==> config.mk <==
export PLATFORM = sky130hd
export DESIGN_NAME = shift_sequencer
export DESIGN_NICKNAME = d
export VERILOG_FILES = /design/src/rtl/shift_pkg.sv /design/src/rtl/shift_stage.sv /design/src/rtl/shift_sequencer.sv
export SDC_FILE = /design/constraint.sdc
export NUM_CORES = 1
export LEC_CHECK = 0
export BUFFER_PORTS_ARGS = -buffer_cell sky130_fd_sc_hd__buf_4
export CAP_MARGIN = 20
export CELL_PAD_IN_SITES_DETAIL_PLACEMENT = 1
export CELL_PAD_IN_SITES_GLOBAL_PLACEMENT = 2
export CORE_MARGIN = 4
export CORE_UTILIZATION = 37
export DETAILED_ROUTE_END_ITERATION = 12
export GPL_ROUTABILITY_DRIVEN = 0
export PLACE_DENSITY = 0.85
export SYNTH_ARGS = -nofsm -noshare
export SYNTH_HDL_FRONTEND = slang
export SYNTH_SLANG_ARGS = --single-unit
==> constraint.sdc <==
create_clock -name clock -period 3.55 [get_ports clock]
set_input_delay 0.1775 -clock clock [delete_from_list [all_inputs] [get_ports clock]]
set_output_delay 0.1775 -clock clock [all_outputs]
set_load 0.01 [all_outputs]
==> src/rtl/shift_pkg.sv <==
// Shared encodings for the multi-cycle shift sequencer: op codes, FSM states, amount width.
package shift_pkg;

  localparam int unsigned SHAMT_W = 5;

  localparam logic [2:0] OP_SLL  = 3'd0;
  localparam logic [2:0] OP_ROL  = 3'd1;
  localparam logic [2:0] OP_SRL  = 3'd2;
  localparam logic [2:0] OP_SRA  = 3'd3;
  localparam logic [2:0] OP_ROR  = 3'd4;
  // Codes at or above this value return the operand unchanged.
  localparam logic [2:0] OP_PASS = 3'd5;

  typedef enum logic [1:0] {
    StIdle,
    StRun,
    StDone
  } state_e;

endpackage

==> src/rtl/shift_stage.sv <==
// Single combinational shift/rotate stage: moves data by 1 << k in the direction selected by op.
module shift_stage
  import shift_pkg::*;
(
  input  logic [31:0] data,
  input  logic [2:0]  op,
  input  logic [2:0]  k,
  output logic [31:0] result
);

  logic [5:0]         step;
  logic [63:0]        dbl;
  logic [63:0]        rol_w;
  logic [63:0]        ror_w;
  logic signed [31:0] sra_w;

  assign step  = 6'd1 << k;
  // Rotates shift a doubled copy so the wrapped bits fall into the kept half.
  assign dbl   = {data, data};
  assign rol_w = dbl << step;
  assign ror_w = dbl >> step;
  assign sra_w = $signed(data) >>> step;

  always_comb begin
    result = data;
    unique case (op)
      OP_SLL:  result = data << step;
      OP_ROL:  result = rol_w[63:32];
      OP_SRL:  result = data >> step;
      OP_SRA:  result = sra_w;
      OP_ROR:  result = ror_w[31:0];
      default: result = data;
    endcase
  end

endmodule

==> src/rtl/shift_sequencer.sv <==
// Multi-cycle shift/rotate sequencer: applies one power-of-two step per clock through one shared
// stage, skipping leading zero amount bits, with valid/ready handshakes on both sides.
module shift_sequencer
  import shift_pkg::*;
#(
  parameter int unsigned WIDTH = 32
) (
  input  logic               clock,
  input  logic               reset_n,
  input  logic               req_valid,
  output logic               req_ready,
  input  logic [2:0]         req_op,
  input  logic [WIDTH-1:0]   req_data,
  input  logic [SHAMT_W-1:0] req_amount,
  output logic               rsp_valid,
  input  logic               rsp_ready,
  output logic [WIDTH-1:0]   rsp_data,
  output logic               busy
);

  state_e             state_q, state_d;
  logic [WIDTH-1:0]   acc_q, acc_d;
  logic [2:0]         op_q, op_d;
  logic [SHAMT_W-1:0] rem_q, rem_d;
  logic [2:0]         k_q, k_d;
  logic [WIDTH-1:0]   stage_out;

  shift_stage u_stage (
    .data   (acc_q),
    .op     (op_q),
    .k      (k_q),
    .result (stage_out)
  );

  always_comb begin
    state_d = state_q;
    acc_d   = acc_q;
    op_d    = op_q;
    rem_d   = rem_q;
    k_d     = k_q;
    unique case (state_q)
      StIdle: begin
        if (req_valid) begin
          acc_d   = req_data;
          op_d    = req_op;
          rem_d   = req_amount;
          k_d     = 3'd0;
          state_d = (req_amount == '0 || req_op >= OP_PASS) ? StDone : StRun;
        end
      end
      StRun: begin
        if (rem_q[0]) begin
          acc_d = stage_out;
        end
        rem_d = rem_q >> 1;
        k_d   = k_q + 3'd1;
        // Stop as soon as no set amount bits remain.
        if ((rem_q >> 1) == '0) begin
          state_d = StDone;
        end
      end
      StDone: begin
        if (rsp_ready) begin
          state_d = StIdle;
        end
      end
      default: state_d = StIdle;
    endcase
  end

  always_ff @(posedge clock) begin
    if (!reset_n) begin
      state_q <= StIdle;
      acc_q   <= '0;
      op_q    <= 3'd0;
      rem_q   <= '0;
      k_q     <= 3'd0;
    end else begin
      state_q <= state_d;
      acc_q   <= acc_d;
      op_q    <= op_d;
      rem_q   <= rem_d;
      k_q     <= k_d;
    end
  end

  assign req_ready = (state_q == StIdle);
  assign rsp_valid = (state_q == StDone);
  assign busy      = (state_q != StIdle);
  assign rsp_data  = acc_q;

endmodule
# Word-level counts from Yosys, hierarchy flattened

Cells that the tools add are included.

Magnitude comparators: 1
Reductions and logical operators: 11
Equal/unequal tests: 11
Shifts and indexed selects: 6
Add/subtract/negate cells: 1
Multiplexer cells: 13

Operators with widths:

| operator                                               | count |
|---|---|
| case mux 32 bit (5 select lines)                       | 1 |
| two-way mux 32 bit                                     | 2 |
| case mux 32 bit (2 select lines)                       | 1 |
| left shift 64 x 6 -> 64 bit                            | 1 |
| >> shifter 64 x 6 -> 32 bit                            | 1 |
| left shift 32 x 6 -> 32 bit                            | 1 |
| >> shifter 32 x 6 -> 32 bit                            | 1 |
| >>> shifter 32 x 6 -> 32 bit                           | 1 |
| logical NOT 5 bit                                      | 2 |
| case mux 5 bit (2 select lines)                        | 1 |
| two-way mux 2 bit                                      | 4 |
| == test 3 x 2 -> 1 bit (second input constant)         | 2 |
| inequality test 2 bit (second input constant)          | 3 |
| inequality test 6 x 1 -> 1 bit (second input constant) | 1 |
| case mux 2 bit (3 select lines)                        | 1 |
| case mux 3 bit (2 select lines)                        | 1 |
| left shift 1 x 3 -> 6 bit (first input constant)       | 1 |
| two-way mux 5 bit                                      | 1 |
| AND reduction 2 bit                                    | 2 |
| AND reduction 4 bit                                    | 1 |
| nonzero test 2 bit                                     | 2 |
| adder 3 x 1 -> 3 bit (second input constant)           | 1 |
| == test 3 x 1 -> 1 bit (second input constant)         | 1 |
| == test 3 bit (second input constant)                  | 1 |
| 9 further kinds                                        | 9 |

Bits in registers: 45
Bits of input ports: 44

# Longest topological paths before layout

Word-level depth: 5
Gate-level depth with buffers: 14
Depth with buffers taken out: 9

# Modules after synthesis

A second synthesis with hierarchy kept.

Cell total of the unflattened synthesis: 1041
Area, all modules: 7499.7 µm²

Modules (own cells, without submodules):

| module          | instances | area each (µm²) | cells each |
|---|---|---|---|
| shift_stage     | 1         | 5206.2          | 816 |
| shift_sequencer | 1         | 2293.4          | 225 |

# Worst setup path after synthesis

Ideal clock, no wire load.

Kind: reg2reg
Start: register k_q[2]
End: register acc_q[11], in the netlist rsp_data[11]
Path buffers: 6
Period minus slack after synthesis: 3078 ps
Cell stages (with the launch flop): 14
Slack: 472 ps
Arrival: 2958 ps
Library setup time: 120 ps
Path through: dfxtp_1 buf_6 clkbuf_1 clkinv_1 ha_1 clkbuf_1 inv_1 clkbuf_1 buf_1 clkbuf_1 nor2_1 o22ai_1 a21oi_1 a211o_1

Word-level cells in the longest chain between the ends: 5

Ends and longest elaborated chain:

| item                                                | RTL line              | source |
|---|---|---|
| start, declared                                     | shift_sequencer.sv:25 | `logic [2:0] k_q, k_d;` |
| start signal, assigned                              | shift_sequencer.sv:83 | `k_q <= k_d;` |
| left shift 1 x 3 -> 6 bit (*)                       | shift_stage.sv:17     | `assign step = 6'd1 << k;` |
| >> shifter 64 x 6 -> 32 bit (tied with other cells) | shift_stage.sv:21     | `assign ror_w = dbl >> step;` |
| case mux 32 bit (5 select lines) (*)                | shift_stage.sv:26     | `unique case (op)` |
| two-way mux 32 bit (*)                              | shift_sequencer.sv:52 | `if (rem_q[0]) begin` |
| case mux 32 bit (2 select lines) (*)                | shift_sequencer.sv:41 | `unique case (state_q)` |
| end signal, assigned                                | shift_sequencer.sv:74 | `acc_q <= '0;` |
| end signal, assigned                                | shift_sequencer.sv:80 | `acc_q <= acc_d;` |
| end, declared                                       | shift_sequencer.sv:22 | `logic [WIDTH-1:0] acc_q, acc_d;` |

Every way passes the cells marked *; elsewhere a longest branch is shown, timed or not. The select of a mux whose other input is x is not followed.
A chain may end at the register's enable or synchronous reset.

# Final worst setup path

Start: register k_q[1]
End: register acc_q[11], in the netlist rsp_data[11]

The elaborated chain is that of the path after synthesis.

==> impl_metrics.toml <==
[critical_path]
worstPathRequired_ns = 3.76
r2r_start = "k_q[1]$_SDFFE_PN0P_"
cp-startpoint = "k_q[1]$_SDFFE_PN0P_"
startpoint_type = "flip-flop"
worstSetupEndpointType = "flip-flop"
cp_max_fo = 19
cp.arrival_ns = 3.74
path_class = "flip-flop to flip-flop"

[grt]
grt_overflow = 0
grt_pass1_wl_um = 90500
grtUsageTotal = 0.427
antenna_found_initial = 3
grt_max_degree = 79
grt_pass1_vias = 13000

[job]
cap_violations = 0

[timing]
fin_skew_ns = 0.00819
tightest_slew_ns = 0.970
min_period_over_period = 0.995
finalCriticalPeriod_ns = 3.53
grt_setup_unrepaired = "false"
clock.fmax_mhz = 283
relSlewSlack = 0.353
hold_viol = 0
final-max-slew-violation-count = 0
setup_tns_ns = 0
finalSetupViolations = 0
holdWs_ns = 0.111

[floorplan]
die_h_um = 169
die-area_um2 = 28400
fp.dieW_um = 169
io_pins = 79
core_um2 = 25300
num_rows = 58
start_util = 0.378

[placed_design]
postPlaceCellArea_um2 = 11100
port-buffer-count = 78
place_hpwl_um = 46400

[outcome]
status = "complete, no violations"

[layout]
drive_above_1_share = 0.257
fillers = 3138
fin_area_um2 = 11300
syn2layout_area_growth_pct = 18.7
nNetsFinal = 1412

[drt]
ant_nets = 0
dr.pass1.iters = 6
drt_wl_total_um = 63200
vias_per_cell = 7.94
drt_iter0_drc = 2754
num_vias = 13500
drc = 0
wl_per_cell_um = 37.3

[cts]
cts_inserted_buffers = 5
holdBufCountCts = 0
cts.sinks = 45
cts_tree = "done"
path_clk_slew_ns = 0.08
cts-root-buf = "clkbuf_16"
clk_latency_ns = 0.32
htreeDepth = 2
clockBufferDepth = 2

[logic_synthesis]
ys_top_cells_by_area = "mux4_2, mux2i_1, dfxtp_1, o21ai_0, a21oi_1"
synth_top_area_frac = 0.120
synth.distinct_cells = 86
ys_seq_area_frac = 0.0944
yosys_register_bits = 45
synthCells = 1285
yosysTopAreaCell = "mux4_2"
postSynthAreaPerCell_um2 = 7.43
async_reset_ff_frac = 0
ys_warn_count = 0
synth_fp_nets = 1334
synth_area_um2 = 9540
synth_edf_count = 0
synth-main-ff-cell = "dfxtp_1"

[pwr]
power_density_nw_per_um2 = 402
peakVddDrop_v = 0.000228
cellLeakagePower_uw = 0.00440

[worst_hold_path]
min-delay-start = "req_amount[4]"
hp-class = "input port to flip-flop"
[critical path, cell delays in order (launching register included)]
cell	delay [ns]
dfxtp_1	0.35
inv_1	0.13
ha_2	0.41
nor2b_2	0.38
buf_4	0.20
mux4_2	0.40
a2bb2oi_1	0.51
o31ai_1	0.29
o22ai_1	0.37
a21oi_1	0.13
a211o_1	0.27
[cell usage in the layout, fill, tap and decap left out, types with 6 or more instances in the layout]
| cell | Yosys | final |
|---|---|---|
| a2111oi_0 | 8 | 7 |
| a211o_1 | 10 | 10 |
| a211oi_1 | 26 | 26 |
| a21o_1 | 9 | 9 |
| a21oi_1 | 100 | 100 |
| a221o_1 | 12 | 12 |
| a221oi_1 | 19 | 18 |
| a22oi_1 | 19 | 19 |
| a2bb2oi_1 | 14 | 14 |
| a311oi_1 | 8 | 8 |
| a31oi_1 | 23 | 22 |
| a32oi_1 | 7 | 6 |
| and2_1 | 10 | 10 |
| and3_1 | 6 | 6 |
| and3b_1 | 8 | 8 |
| buf_12 | 2 | 7 |
| buf_4 | 4 | 225 |
| dfxtp_1 | 45 | 44 |
| inv_1 | 9 | 8 |
| mux2_2 | 16 | 16 |
| mux2i_1 | 93 | 92 |
| mux4_2 | 51 | 51 |
| nand2_1 | 123 | 123 |
| nand2b_1 | 10 | 7 |
| nand3_1 | 24 | 24 |
| nand3b_1 | 6 | 6 |
| nor2_1 | 104 | 104 |
| nor2b_1 | 10 | 7 |
| nor3_1 | 24 | 24 |
| nor4_1 | 11 | 11 |
| o2111ai_1 | 11 | 11 |
| o211ai_1 | 24 | 24 |
| o21a_1 | 7 | 7 |
| o21ai_0 | 104 | 103 |
| o21ai_1 | 5 | 6 |
| o21bai_1 | 6 | 6 |
| o221ai_1 | 23 | 23 |
| o22ai_1 | 16 | 14 |
| o31ai_1 | 8 | 8 |
| or3_1 | 14 | 14 |
[cells by family after synthesis]
family,Yosys count,share of synthesized area
multiplexers,164,0.246
AND/OR/NAND/NOR,378,0.191
adder cells (fa/ha/maj),5,0.00655
AO/OA/AOI/OAI,516,0.377
flip-flops,45,0.0944
XOR/XNOR,1,0.000918
buffers and inverters,176,0.0838
[power by group]
part / internal [µW] / switching, µW / leakage (µW)
combinational: 1130 / 1940 / 0.00395
clock: 336 / 262 / 0.0000811
sequential: 579 / 302 / 0.000371
total: 2050 / 2510 / 0.00440
[per-layer routing]
layer,global-route usage,part of all wire,up-vias
li1,-,-,5228
met1,0.513,0.34,6297
met2,0.597,0.38,1439
met3,0.213,0.18,492
met4,0.287,0.099,2
met5,0,0.0015,-
[worst paths after layout]
check                              end  slack, ns  depth (start not counted)
min reg2reg      rem_q[4]$_SDFFE_PN0P_       0.50                          2
max          rsp_data[11]$_SDFFE_PN0P_       0.02                         10
min              rem_q[4]$_SDFFE_PN0P_       0.11                          3
max reg2reg  rsp_data[11]$_SDFFE_PN0P_       0.02                         10
[Yosys cell counts, types with 11 or more instances]
| cell | number |
|---|---|
| a31oi_1 | 23 |
| or3_1 | 14 |
| mux2i_1 | 93 |
| nand3_1 | 24 |
| o221ai_1 | 23 |
| nand2_1 | 123 |
| clkbuf_1 | 107 |
| buf_1 | 13 |
| a221o_1 | 12 |
| o21ai_0 | 104 |
| a22oi_1 | 19 |
| dfxtp_1 | 45 |
| buf_2 | 31 |
| a21oi_1 | 100 |
| nor4_1 | 11 |
| nor2_1 | 104 |
| o2111ai_1 | 11 |
| a2bb2oi_1 | 14 |
| mux4_2 | 51 |
| mux2_2 | 16 |
| a211oi_1 | 26 |
| o22ai_1 | 16 |
| a221oi_1 | 19 |
| nor3_1 | 24 |
| o211ai_1 | 24 |
[area by class of cell]
| class | count | area, µm² | share of cell area |
|---|---|---|---|
| Multi-Input combinational cell | 1064 | 7950 | 0.702 |
| Timing Repair Buffer | 235 | 1850 | 0.163 |
| Sequential cell | 45 | 902 | 0.0796 |
| Tap cell | 330 | 413 | 0.0364 |
| Clock buffer | 6 | 129 | 0.0114 |
| Inverter | 12 | 45.0 | 0.00398 |
| Clock inverter | 2 | 38.8 | 0.00342 |
| Antenna cell | 2 | 5.00 | 0.000442 |
[timing repair]
action | 4_1_cts | 5_1_grt
setup endpoints to repair | 0 | 8
gates resized for setup | 0 | 7
setup buffers | 0 | 5
[state kept, by name (all words and copies together), names as in the netlist]
name      cells
k_q           3
op_q          3
rem_q         5
rsp_data     32
state_q       2
[metrics by stage]
| step | worst slack [ns] | total power (µW) | cells | util |
|---|---|---|---|---|
| 2_1_floorplan | 0.472 | 2380 | 1285 | - |
| 3_3_place_gp | 0.241 | 3620 | 1678 | 0.438 |
| 3_5_place_dp | 0.168 | 3660 | 1678 | 0.438 |
| 4_1_cts | 0.126 | 4270 | 1686 | 0.444 |
| 5_1_grt | 0.0165 | 4600 | 1696 | 0.449 |
| 6_report | 0.0191 | 4560 | 1696 | 0.449 |
(Power assumes the default switching activity.)
